--- src/rtl/ram_bist_pkg.sv ---
// Shared types and defaults for the RAM BIST controller and its compare pipeline.
// The pattern helper works on 32-bit words; callers truncate to the RAM width.
package ram_bist_pkg;

   typedef enum logic [2:0] {
      IDLE  = 3'd0,
      WR_A  = 3'd1,
      RD_A  = 3'd2,
      WR_B  = 3'd3,
      RD_B  = 3'd4,
      DRAIN = 3'd5,
      DONE  = 3'd6
   } bist_state_e;

   localparam int         DEF_AW     = 4;
   localparam int         DEF_DW     = 8;
   localparam int         DEF_RD_LAT = 1;
   localparam int         DEF_ERRW   = 8;
   localparam logic [7:0] DEF_SEED   = 8'hA5;

   // Address-dependent pattern so stuck/shorted address lines show up as data errors.
   function automatic logic [31:0] bist_pat(input logic [31:0] addr,
                                            input logic [31:0] seed,
                                            input logic        invert);
      logic [31:0] p;
      p = seed ^ addr;
      return invert ? ~p : p;
   endfunction

endpackage

--- src/rtl/ram_bist_chk.sv ---
// Read-compare pipeline: tracks issued reads for RD_LAT cycles and compares the
// returning RAM data, counting mismatches and latching the first failing address.
module ram_bist_chk
   import ram_bist_pkg::*;
#(
   parameter int AW     = DEF_AW,
   parameter int DW     = DEF_DW,
   parameter int RD_LAT = DEF_RD_LAT,
   parameter int ERRW   = DEF_ERRW
) (
   input  logic            clk,
   input  logic            reset,
   input  logic            clr_i,
   input  logic            push_i,
   input  logic [AW-1:0]   push_addr_i,
   input  logic [DW-1:0]   push_exp_i,
   input  logic [DW-1:0]   ram_dout_i,
   output logic            mismatch_o,
   output logic [ERRW-1:0] err_count_o,
   output logic [AW-1:0]   fail_addr_o
);

   localparam logic [ERRW-1:0] ERR_MAX = '1;

   logic            v_q [RD_LAT];
   logic [AW-1:0]   a_q [RD_LAT];
   logic [DW-1:0]   e_q [RD_LAT];

   logic [ERRW-1:0] err_q, err_d;
   logic [AW-1:0]   fail_q, fail_d;
   logic            first_q, first_d;

   always_ff @(posedge clk) begin
      if (reset) begin
         for (int i = 0; i < RD_LAT; i++) begin
            v_q[i] <= 1'b0;
            a_q[i] <= '0;
            e_q[i] <= '0;
         end
      end else begin
         v_q[0] <= push_i;
         a_q[0] <= push_addr_i;
         e_q[0] <= push_exp_i;
         for (int i = 1; i < RD_LAT; i++) begin
            v_q[i] <= v_q[i-1];
            a_q[i] <= a_q[i-1];
            e_q[i] <= e_q[i-1];
         end
      end
   end

   assign mismatch_o = v_q[RD_LAT-1] && (ram_dout_i != e_q[RD_LAT-1]);

   always_comb begin
      err_d   = err_q;
      fail_d  = fail_q;
      first_d = first_q;
      if (clr_i) begin
         err_d   = '0;
         fail_d  = '0;
         first_d = 1'b0;
      end else if (mismatch_o) begin
         if (err_q != ERR_MAX) begin
            err_d = err_q + ERRW'(1);
         end
         if (!first_q) begin
            fail_d = a_q[RD_LAT-1];
         end
         first_d = 1'b1;
      end
   end

   always_ff @(posedge clk) begin
      if (reset) begin
         err_q   <= '0;
         fail_q  <= '0;
         first_q <= 1'b0;
      end else begin
         err_q   <= err_d;
         fail_q  <= fail_d;
         first_q <= first_d;
      end
   end

   assign err_count_o = err_q;
   assign fail_addr_o = fail_q;

endmodule

--- src/rtl/ram_bist_ctrl.sv ---
// March-style BIST master for a single-port synchronous RAM: write/read a pattern,
// then its inverse, and report pass/fail, first failing address and error count.
module ram_bist_ctrl
   import ram_bist_pkg::*;
#(
   parameter int          AW     = DEF_AW,
   parameter int          DW     = DEF_DW,
   parameter int          RD_LAT = DEF_RD_LAT,
   parameter logic [DW-1:0] SEED = DW'(DEF_SEED),
   parameter int          ERRW   = DEF_ERRW
) (
   input  logic            clk,
   input  logic            reset,
   input  logic            start,
   output logic            ram_we,
   output logic            ram_re,
   output logic [AW-1:0]   ram_addr,
   output logic [DW-1:0]   ram_din,
   input  logic [DW-1:0]   ram_dout,
   output logic            busy,
   output logic            done,
   output logic            pass,
   output logic [AW-1:0]   fail_addr,
   output logic [ERRW-1:0] err_count
);

   localparam int DEPTH = 2**AW;
   // Counter also times DRAIN, so it must hold RD_LAT-1 even for tiny RAMs.
   localparam int CW = (AW < 2) ? 2 : AW;
   localparam logic [CW-1:0] LAST_ADDR  = CW'(DEPTH - 1);
   localparam logic [CW-1:0] LAST_DRAIN = CW'(RD_LAT - 1);

   bist_state_e   state_q, state_d;
   logic [CW-1:0] cnt_q, cnt_d;
   logic          run_start;
   logic          phase_last;

   logic          we_q, we_d;
   logic          re_q, re_d;
   logic [AW-1:0] addr_q, addr_d;
   logic [DW-1:0] din_q, din_d;
   logic          rd_inv_q, rd_inv_d;
   logic          busy_q, busy_d;
   logic          done_q, done_d;
   logic          pass_q, pass_d;

   logic          mismatch;
   logic [DW-1:0] chk_exp;

   assign phase_last = (cnt_q == LAST_ADDR);

   always_comb begin
      state_d   = state_q;
      cnt_d     = cnt_q;
      run_start = 1'b0;
      unique case (state_q)
         IDLE: begin
            if (start) begin
               state_d   = WR_A;
               cnt_d     = '0;
               run_start = 1'b1;
            end
         end
         WR_A: begin
            cnt_d = phase_last ? '0 : cnt_q + CW'(1);
            if (phase_last) state_d = RD_A;
         end
         RD_A: begin
            cnt_d = phase_last ? '0 : cnt_q + CW'(1);
            if (phase_last) state_d = WR_B;
         end
         WR_B: begin
            cnt_d = phase_last ? '0 : cnt_q + CW'(1);
            if (phase_last) state_d = RD_B;
         end
         RD_B: begin
            cnt_d = phase_last ? '0 : cnt_q + CW'(1);
            if (phase_last) state_d = DRAIN;
         end
         DRAIN: begin
            if (cnt_q == LAST_DRAIN) begin
               state_d = DONE;
               cnt_d   = '0;
            end else begin
               cnt_d = cnt_q + CW'(1);
            end
         end
         DONE: begin
            state_d = IDLE;
         end
         default: begin
            state_d = IDLE;
            cnt_d   = '0;
         end
      endcase
   end

   // Outputs are registered from the current state, so the RAM port runs one
   // cycle behind the FSM and busy rises the cycle after start is accepted.
   always_comb begin
      we_d     = (state_q == WR_A) || (state_q == WR_B);
      re_d     = (state_q == RD_A) || (state_q == RD_B);
      addr_d   = (we_d || re_d) ? AW'(cnt_q) : '0;
      din_d    = din_q;
      if (we_d) begin
         din_d = DW'(bist_pat(32'(cnt_q), 32'(SEED), state_q == WR_B));
      end
      rd_inv_d = (state_q == RD_B);
      busy_d   = (state_q != IDLE) && (state_q != DONE);
      done_d   = (state_q == DONE);
      pass_d   = pass_q;
      if (run_start) begin
         pass_d = 1'b0;
      end else if (state_q == DONE) begin
         // The final read may be compared on this same edge.
         pass_d = (err_count == '0) && !mismatch;
      end
   end

   always_ff @(posedge clk) begin
      if (reset) begin
         state_q  <= IDLE;
         cnt_q    <= '0;
         we_q     <= 1'b0;
         re_q     <= 1'b0;
         addr_q   <= '0;
         din_q    <= '0;
         rd_inv_q <= 1'b0;
         busy_q   <= 1'b0;
         done_q   <= 1'b0;
         pass_q   <= 1'b0;
      end else begin
         state_q  <= state_d;
         cnt_q    <= cnt_d;
         we_q     <= we_d;
         re_q     <= re_d;
         addr_q   <= addr_d;
         din_q    <= din_d;
         rd_inv_q <= rd_inv_d;
         busy_q   <= busy_d;
         done_q   <= done_d;
         pass_q   <= pass_d;
      end
   end

   assign chk_exp = DW'(bist_pat(32'(addr_q), 32'(SEED), rd_inv_q));

   ram_bist_chk #(
      .AW     (AW),
      .DW     (DW),
      .RD_LAT (RD_LAT),
      .ERRW   (ERRW)
   ) u_chk (
      .clk         (clk),
      .reset       (reset),
      .clr_i       (run_start),
      .push_i      (re_q),
      .push_addr_i (addr_q),
      .push_exp_i  (chk_exp),
      .ram_dout_i  (ram_dout),
      .mismatch_o  (mismatch),
      .err_count_o (err_count),
      .fail_addr_o (fail_addr)
   );

   assign ram_we   = we_q;
   assign ram_re   = re_q;
   assign ram_addr = addr_q;
   assign ram_din  = din_q;
   assign busy     = busy_q;
   assign done     = done_q;
   assign pass     = pass_q;

endmodule

--- config.mk ---
export PLATFORM = sky130hd
export DESIGN_NAME = ram_bist_ctrl
export DESIGN_NICKNAME = d
export VERILOG_FILES = /design/src/rtl/ram_bist_pkg.sv /design/src/rtl/ram_bist_chk.sv /design/src/rtl/ram_bist_ctrl.sv
export SDC_FILE = /design/constraint.sdc
export NUM_CORES = 1
export LEC_CHECK = 0
export ABC_CLOCK_PERIOD_IN_PS = 1900
export CORE_ASPECT_RATIO = 0.8
export CORE_MARGIN = 4
export CORE_UTILIZATION = 30
export CTS_CLUSTER_DIAMETER = 80
export DETAILED_ROUTE_END_ITERATION = 6
export HOLD_SLACK_MARGIN = 0.02
export PLACE_DENSITY = 0.63
export SYNTH_ARGS = -nofsm -noshare
export SYNTH_HDL_FRONTEND = slang
export SYNTH_SLANG_ARGS = --single-unit
--- constraint.sdc ---
create_clock -name clk -period 1.9 [get_ports clk]
set_clock_uncertainty 0.05 [all_clocks]
set_input_delay 0.19 -clock clk [delete_from_list [all_inputs] [get_ports clk]]
set_output_delay 0.19 -clock clk [all_outputs]
set_load 0.005 [all_outputs]
==> reports/summary.txt, run 1 <==
area taken by flip-flops and latches - 941 sq um
share of the synthesized area in the top cell type - 46.3%
power share of the combinational group - 8.9%
Leak - 0.920 nW
postcts setup bufs - 0
aggregate global routing overflow - 0
crit share post-route - 94.0%
GPL Wtd Cong - 0.807
RSZ-0062 raised after global routing - no
worst-skew pair later-pin latency - 290 ps
initial antenna violation count - 0
register area share after synthesis - 46.3%
Peak VDD IR - 0.251 mV
post-synth top area cell - dfxtp_1
Final WS setup - 113 ps
Slowest-stage cell, CP - dfxtp_1
leading cell types by count after synthesis - 47 x dfxtp_1, 22 x a21oi_1, 19 x nor2_1, 18 x nand2_1, 13 x nand3_1
pre-CTS setup slack - -177 ps
area delta synth->final - 28.4%
CP Data Arrival Time - 1920 ps
WP buf/inv - 1
CTS clk-pin slew, worst paths - 90 ps
share of power burned in registers - 58.0%
final WL - 4.39 mm
Ports - 40
Maximum Capacitance Violations - 0
Setup Crit Path Kind - reg -> reg
Sw Ratio - 23.4%
status - completed
Clock Power Share - 33.1%
crit path capture type - flop
count leader, synth - dfxtp_1
CTS root buffer - clkbuf_8
# clock sinks - 47
Synth Area per Inst - 8.69 sq um
Distinct cells, synth - 45
die area - 8170 sq um
initial core utilization - 31.4%
total power - 1.76 mW
Yosys warning total - 0
placed inst area - 2520 sq um
H-tree lvl count - 2
dpl hpwl - 3.25 mm
Mapped Cells - 234
CTS buffer count - 5
Die W - 100 microns
CP Data Required Time - 2040 ps
FP Rows - 26
crit-path cells - inv_1 -> ha_1 -> nand2_1 -> o31ai_2 -> o21ai_1 -> and3_1 -> a221o_1
ys flop type - dfxtp_1
via count - 1700
max incr delay on CP - 360 ps
Top Layer Used - met4
DRT Pass-1 Iters - 4
Core ar. - 6470 sq um
net switching power - 0.411 mW
wire per inst - 12.3 microns
wire length on met1 - 2.12 mm
final instance area - 2610 sq um
Worst Path Max Fanout - 5
Post-Syn Nets - 249
area of the multi-input gates - 982 sq um
vias in the first global route - 1628
Yosys reg bits - 47
normalized max-slew margin - 69.2%
Port Buffer Count - 39
Crit path max-delay family - compound AO/OA/AOI/OAI gates
# setup viols final - 0
Critical Path Start Type - flop
fmax - 0.560 GHz
top cells by area, synth - dfxtp_1 46%, a21oi_1 5.4%, xnor2_1 4.3%, nor2_1 3.5%, nand2_1 3.3%
# diodes - 0
internal power - 1.35 mW
HP Class - reg -> reg
EDFF count, synth - 0
Post-DRT Antenna Nets - 0
vias per cell - 4.76
CTS Buffer Depth - 2
largest net degree at the start of global routing - 31
CTS tree - built
Netlist Area Pre-Place - 2030 sq um
Residual DRC - 0
Layout fillers - 650
Pins Over Slew Limit - 0
chip height - 81.6 microns
DR WL met3 - 212 microns
Tmin final - 1790 ps
final setup TNS - 0 ps
total global-route track usage - 11.3%
P per Cell Area - 674 nW/um^2
first-pass GRT wire length - 7.51 mm
met2 wire length - 2.04 mm
First DRT Iteration DRCs - 58
Post-synth ARST share - 0%
Least-Margin Pin Slew - 459 ps
fin nets - 287
endpoints failing hold - 0
share of cells above drive strength 1 - 8.06%
==> path summary, 6_finish.rpt <==
path,startpoint,end,slack (ps),cells after the start
max,cnt_q[0],cnt_q[3],110,7
min,u_chk.fail_addr_o[1],u_chk.fail_addr_o[1],400,2
max reg2reg,cnt_q[0],cnt_q[3],110,7
min reg2reg,u_chk.fail_addr_o[1],u_chk.fail_addr_o[1],400,2
==> layout by cell type (no fill, tap or decap), types with 9 or more instances in the layout <==
master	n
nor2b_1	9
dfxtp_1	47
a21oi_1	22
nor2_1	19
nand3_1	13
inv_1	9
nor3_1	10
nand2_1	18
clkdlybuf4s50_1	39
xnor2_1	10
==> area by class of cell <==
cell class,count,area share (%)
clock buffers,6,2.78
well taps,84,4.03
flip-flops and latches,47,36.0
inverters,9,1.29
repair buffers,47,17.7
multi-input cells,162,37.6
clock inverters,2,0.479
==> through the flow <==
step           hold WS, ps  util, %  instances
6_report               405     40.3        357
3_3_place_gp           398     38.9        349
3_5_place_dp           396     38.9        349
2_1_floorplan          336        -        234
5_1_grt                449     40.3        357
4_1_cts                408     40.3        357
==> worst min-delay path: cells and delay by family (launching register included) <==
kind	cells	cell delay, ps
simple gates	1	50
flops	1	310
compound gates	1	50
==> routing by layer <==
| layer | vias to the layer above | global-route usage, % |
|---|---|---|
| met1 | 776 | 14.9 |
| met2 | 33 | 17.7 |
| met3 | 2 | 3.99 |
| li1 | 889 | - |
| met5 | - | 0 |
| met4 | 0 | 2.83 |
==> power by group through the flow <==
stage / registers, mW / clock network (mW) / logic (mW)
after global placement: 1.04 / 0 / 0.155
after CTS: 1.02 / 0.598 / 0.158
after floorplan: 1.04 / 0 / 0.0794
after global routing: 1.02 / 0.641 / 0.175
final: 1.02 / 0.582 / 0.157
after detailed placement: 1.04 / 0 / 0.157
==> registers in the layout, indices dropped and copies added (netlist names), 3 cells and up <==
signal	count
u_chk.e_q	6
cnt_q	4
state_q	3
u_chk.fail_addr_o	4
ram_din	6
u_chk.err_count_o	8
u_chk.a_q	4
ram_addr	4
==> cell families (layout without fill, tap and decap cells) <==
| logic type | Yosys count | count (layout) | share of synthesized area [%] |
|---|---|---|---|
| DFF | 47 | 47 | 46.3 |
| xor gates and xnor gates | 12 | 12 | 5.17 |
| and+or+nand+nor | 93 | 93 | 23.6 |
| adders and majority gates | 4 | 4 | 2.46 |
| buffers and inverters | 25 | 64 | 5.60 |
| AOI/OAI and AO/OA | 52 | 52 | 16.4 |
| muxes | 1 | 1 | 0.554 |
==> what timing repair did <==
item,CTS,global route
setup endpoints to repair,0,3
hold buffers,0,0
resized for setup,0,1
Power figures use the tool's default switching activity.
==> run 2: changes to the inputs <==
--- a/config.mk
+++ b/config.mk
@@ -5,14 +5,16 @@
 export SDC_FILE = /design/constraint.sdc
 export NUM_CORES = 1
 export LEC_CHECK = 0
-export ABC_CLOCK_PERIOD_IN_PS = 1900
+export CELL_PAD_IN_SITES_DETAIL_PLACEMENT = 0
+export CELL_PAD_IN_SITES_GLOBAL_PLACEMENT = 1
 export CORE_ASPECT_RATIO = 0.8
 export CORE_MARGIN = 4
 export CORE_UTILIZATION = 30
 export CTS_CLUSTER_DIAMETER = 80
 export DETAILED_ROUTE_END_ITERATION = 6
+export GPL_TIMING_DRIVEN = 0
 export HOLD_SLACK_MARGIN = 0.02
-export PLACE_DENSITY = 0.63
+export PLACE_DENSITY = 0.77
 export SYNTH_ARGS = -nofsm -noshare
 export SYNTH_HDL_FRONTEND = slang
 export SYNTH_SLANG_ARGS = --single-unit
==> run 2 against run 1 <==
Clock power grew 8.8%. Wire length up 2.1%. Largest cell class unchanged. Non-clock buffer count is 8 higher. Combinational power decreased by 4%.
==> reports/summary.txt, run 2 (synthesis results as in run 1) <==
Least-Margin Pin Slew - 485 ps
CTS root buffer - clkbuf_8
final instance area - 2640 sq um
FP Rows - 26
Sw Ratio - 23.5%
vias in the first global route - 1637
Min Hold Slack - 411 ps
Layout fillers - 667
fin nets - 295
initial core utilization - 31.4%
dpl hpwl - 3.37 mm
crit share post-route - 92.6%
worst-skew pair later-pin latency - 300 ps
Maximum Capacitance Violations - 0
RSZ-0062 raised after global routing - no
internal power - 1.38 mW
Die W - 100 microns
Clock Power Share - 35.1%
CTS tree - built
# setup viols final - 0
share of cells above drive strength 1 - 7.83%
aggregate global routing overflow - 0
CTS Hold Bufs - 0
Core ar. - 6470 sq um
Tmin final - 1760 ps
CP Data Arrival Time - 1940 ps
# diodes - 0
CTS Buffer Depth - 2
most common cell after layout, fill and taps aside - dfxtp_1
chip height - 81.6 microns
Worst Path Max Fanout - 10
Peak VDD IR - 0.317 mV
CTS buffer count - 5
normalized max-slew margin - 67.6%
area delta synth->final - 29.8%
Post-DRT Antenna Nets - 0
DRT Pass-1 Iters - 4
First DRT Iteration DRCs - 45
power share of the combinational group - 8.4%
crit path capture type - flop
largest net degree at the start of global routing - 16
Critical Path Start Type - flop
share of power burned in registers - 56.5%
area of the multi-input gates - 991 sq um
first-pass GRT wire length - 7.75 mm
Pins Over Slew Limit - 0
total power - 1.80 mW
placed inst area - 2530 sq um
P per Cell Area - 684 nW/um^2
Leak - 0.932 nW
Setup Crit Path Kind - reg -> reg
final WL - 4.48 mm
Residual DRC - 0
# clock sinks - 47
H-tree lvl count - 2
CP Data Required Time - 2080 ps
Ports - 40
via count - 1708
HP Class - reg -> reg
commonest non-fill, non-tap cells in the layout - 47 x dfxtp_1, 39 x clkdlybuf4s50_1, 22 x a21oi_1
number of flip-flops under the largest register name - 8
total global-route track usage - 11.7%
GPL Wtd Cong - 0.774
endpoints failing hold - 0
Reg2Reg Setup Slack - 140 ps
status - completed
area taken by flip-flops and latches - 941 sq um
vias per cell - 4.68
CTS clk-pin slew, worst paths - 90 ps
Port Buffer Count - 39
initial antenna violation count - 0
die area - 8170 sq um
net switching power - 0.425 mW
fmax - 0.568 GHz
wire per inst - 12.3 microns
## run 2: cell types whose count changed in the layout (fill, tap and decap cells not counted)
cell	change
buf_1	+2
buf_4	-5
clkinv_2	-1
o31ai_4	+1
buf_6	+1
clkinv_4	+1
clkbuf_8	+1
buf_12	-1
buf_2	+4
o31ai_2	-1
clkbuf_1	+6
## run 2: critical path, cell delays in order (launching register included)
cell and delay (ps):
dfxtp_1 360, ha_1 280, and4_4 200, buf_6 130, or4_1 500, a21oi_1 160
## run 2: final timing paths
check / startpoint / to / cells after the start
setup / recovery: u_chk.err_count_o[0] / u_chk.err_count_o[5] / 5
hold / removal: u_chk.fail_addr_o[0] / u_chk.fail_addr_o[0] / 2
setup reg to reg: u_chk.err_count_o[0] / u_chk.err_count_o[5] / 5
hold reg to reg: u_chk.fail_addr_o[0] / u_chk.fail_addr_o[0] / 2
## run 2: stage by stage
| step | util [%] | TNS [ps] | worst slack, ps | cells |
|---|---|---|---|---|
| 6_report | 40.8 | 0 | 141 | 365 |
| 4_1_cts | 40.6 | 0 | 98.6 | 365 |
| 2_1_floorplan | - | 0 | 276 | 234 |
| 5_1_grt | 40.8 | 0 | 25.7 | 365 |
| 3_3_place_gp | 39.1 | -539 | -90.3 | 357 |
| 3_5_place_dp | 39.1 | -739 | -86.8 | 357 |
## run 2: metal layers
metal	vias up	GRT usage, %	wire length, microns
met1	766	15.9	2220
met2	32	18.6	2010
met4	0	3.23	45
met3	4	2.80	208
met5	-	0	0
li1	906	-	-
## run 2: power by group through the flow
stage          sequential, mW  combinational (mW)  clock (mW)
2_1_floorplan            1.04              0.0794           0
3_3_place_gp             1.04               0.149           0
3_5_place_dp             1.04               0.151           0
4_1_cts                  1.02               0.152       0.658
5_1_grt                  1.02               0.169       0.714
6_report                 1.02               0.151       0.633
## run 2: timing repair
item / 4_1_cts / 5_1_grt
endpoints found under the setup margin: 0 / 3
resized for setup: 0 / 2
setup buffers: 0 / 0
## run 2: cell type report
type / instances / area share (%)
Multi-Input combinational cell: 162 / 37.5
Clock inverter: 2 / 0.616
Buffer: 16 / 3.03
Timing Repair Buffer: 39 / 14.8
Sequential cell: 47 / 35.6
Clock buffer: 6 / 3.13
Inverter: 9 / 1.28
Tap cell: 84 / 3.98
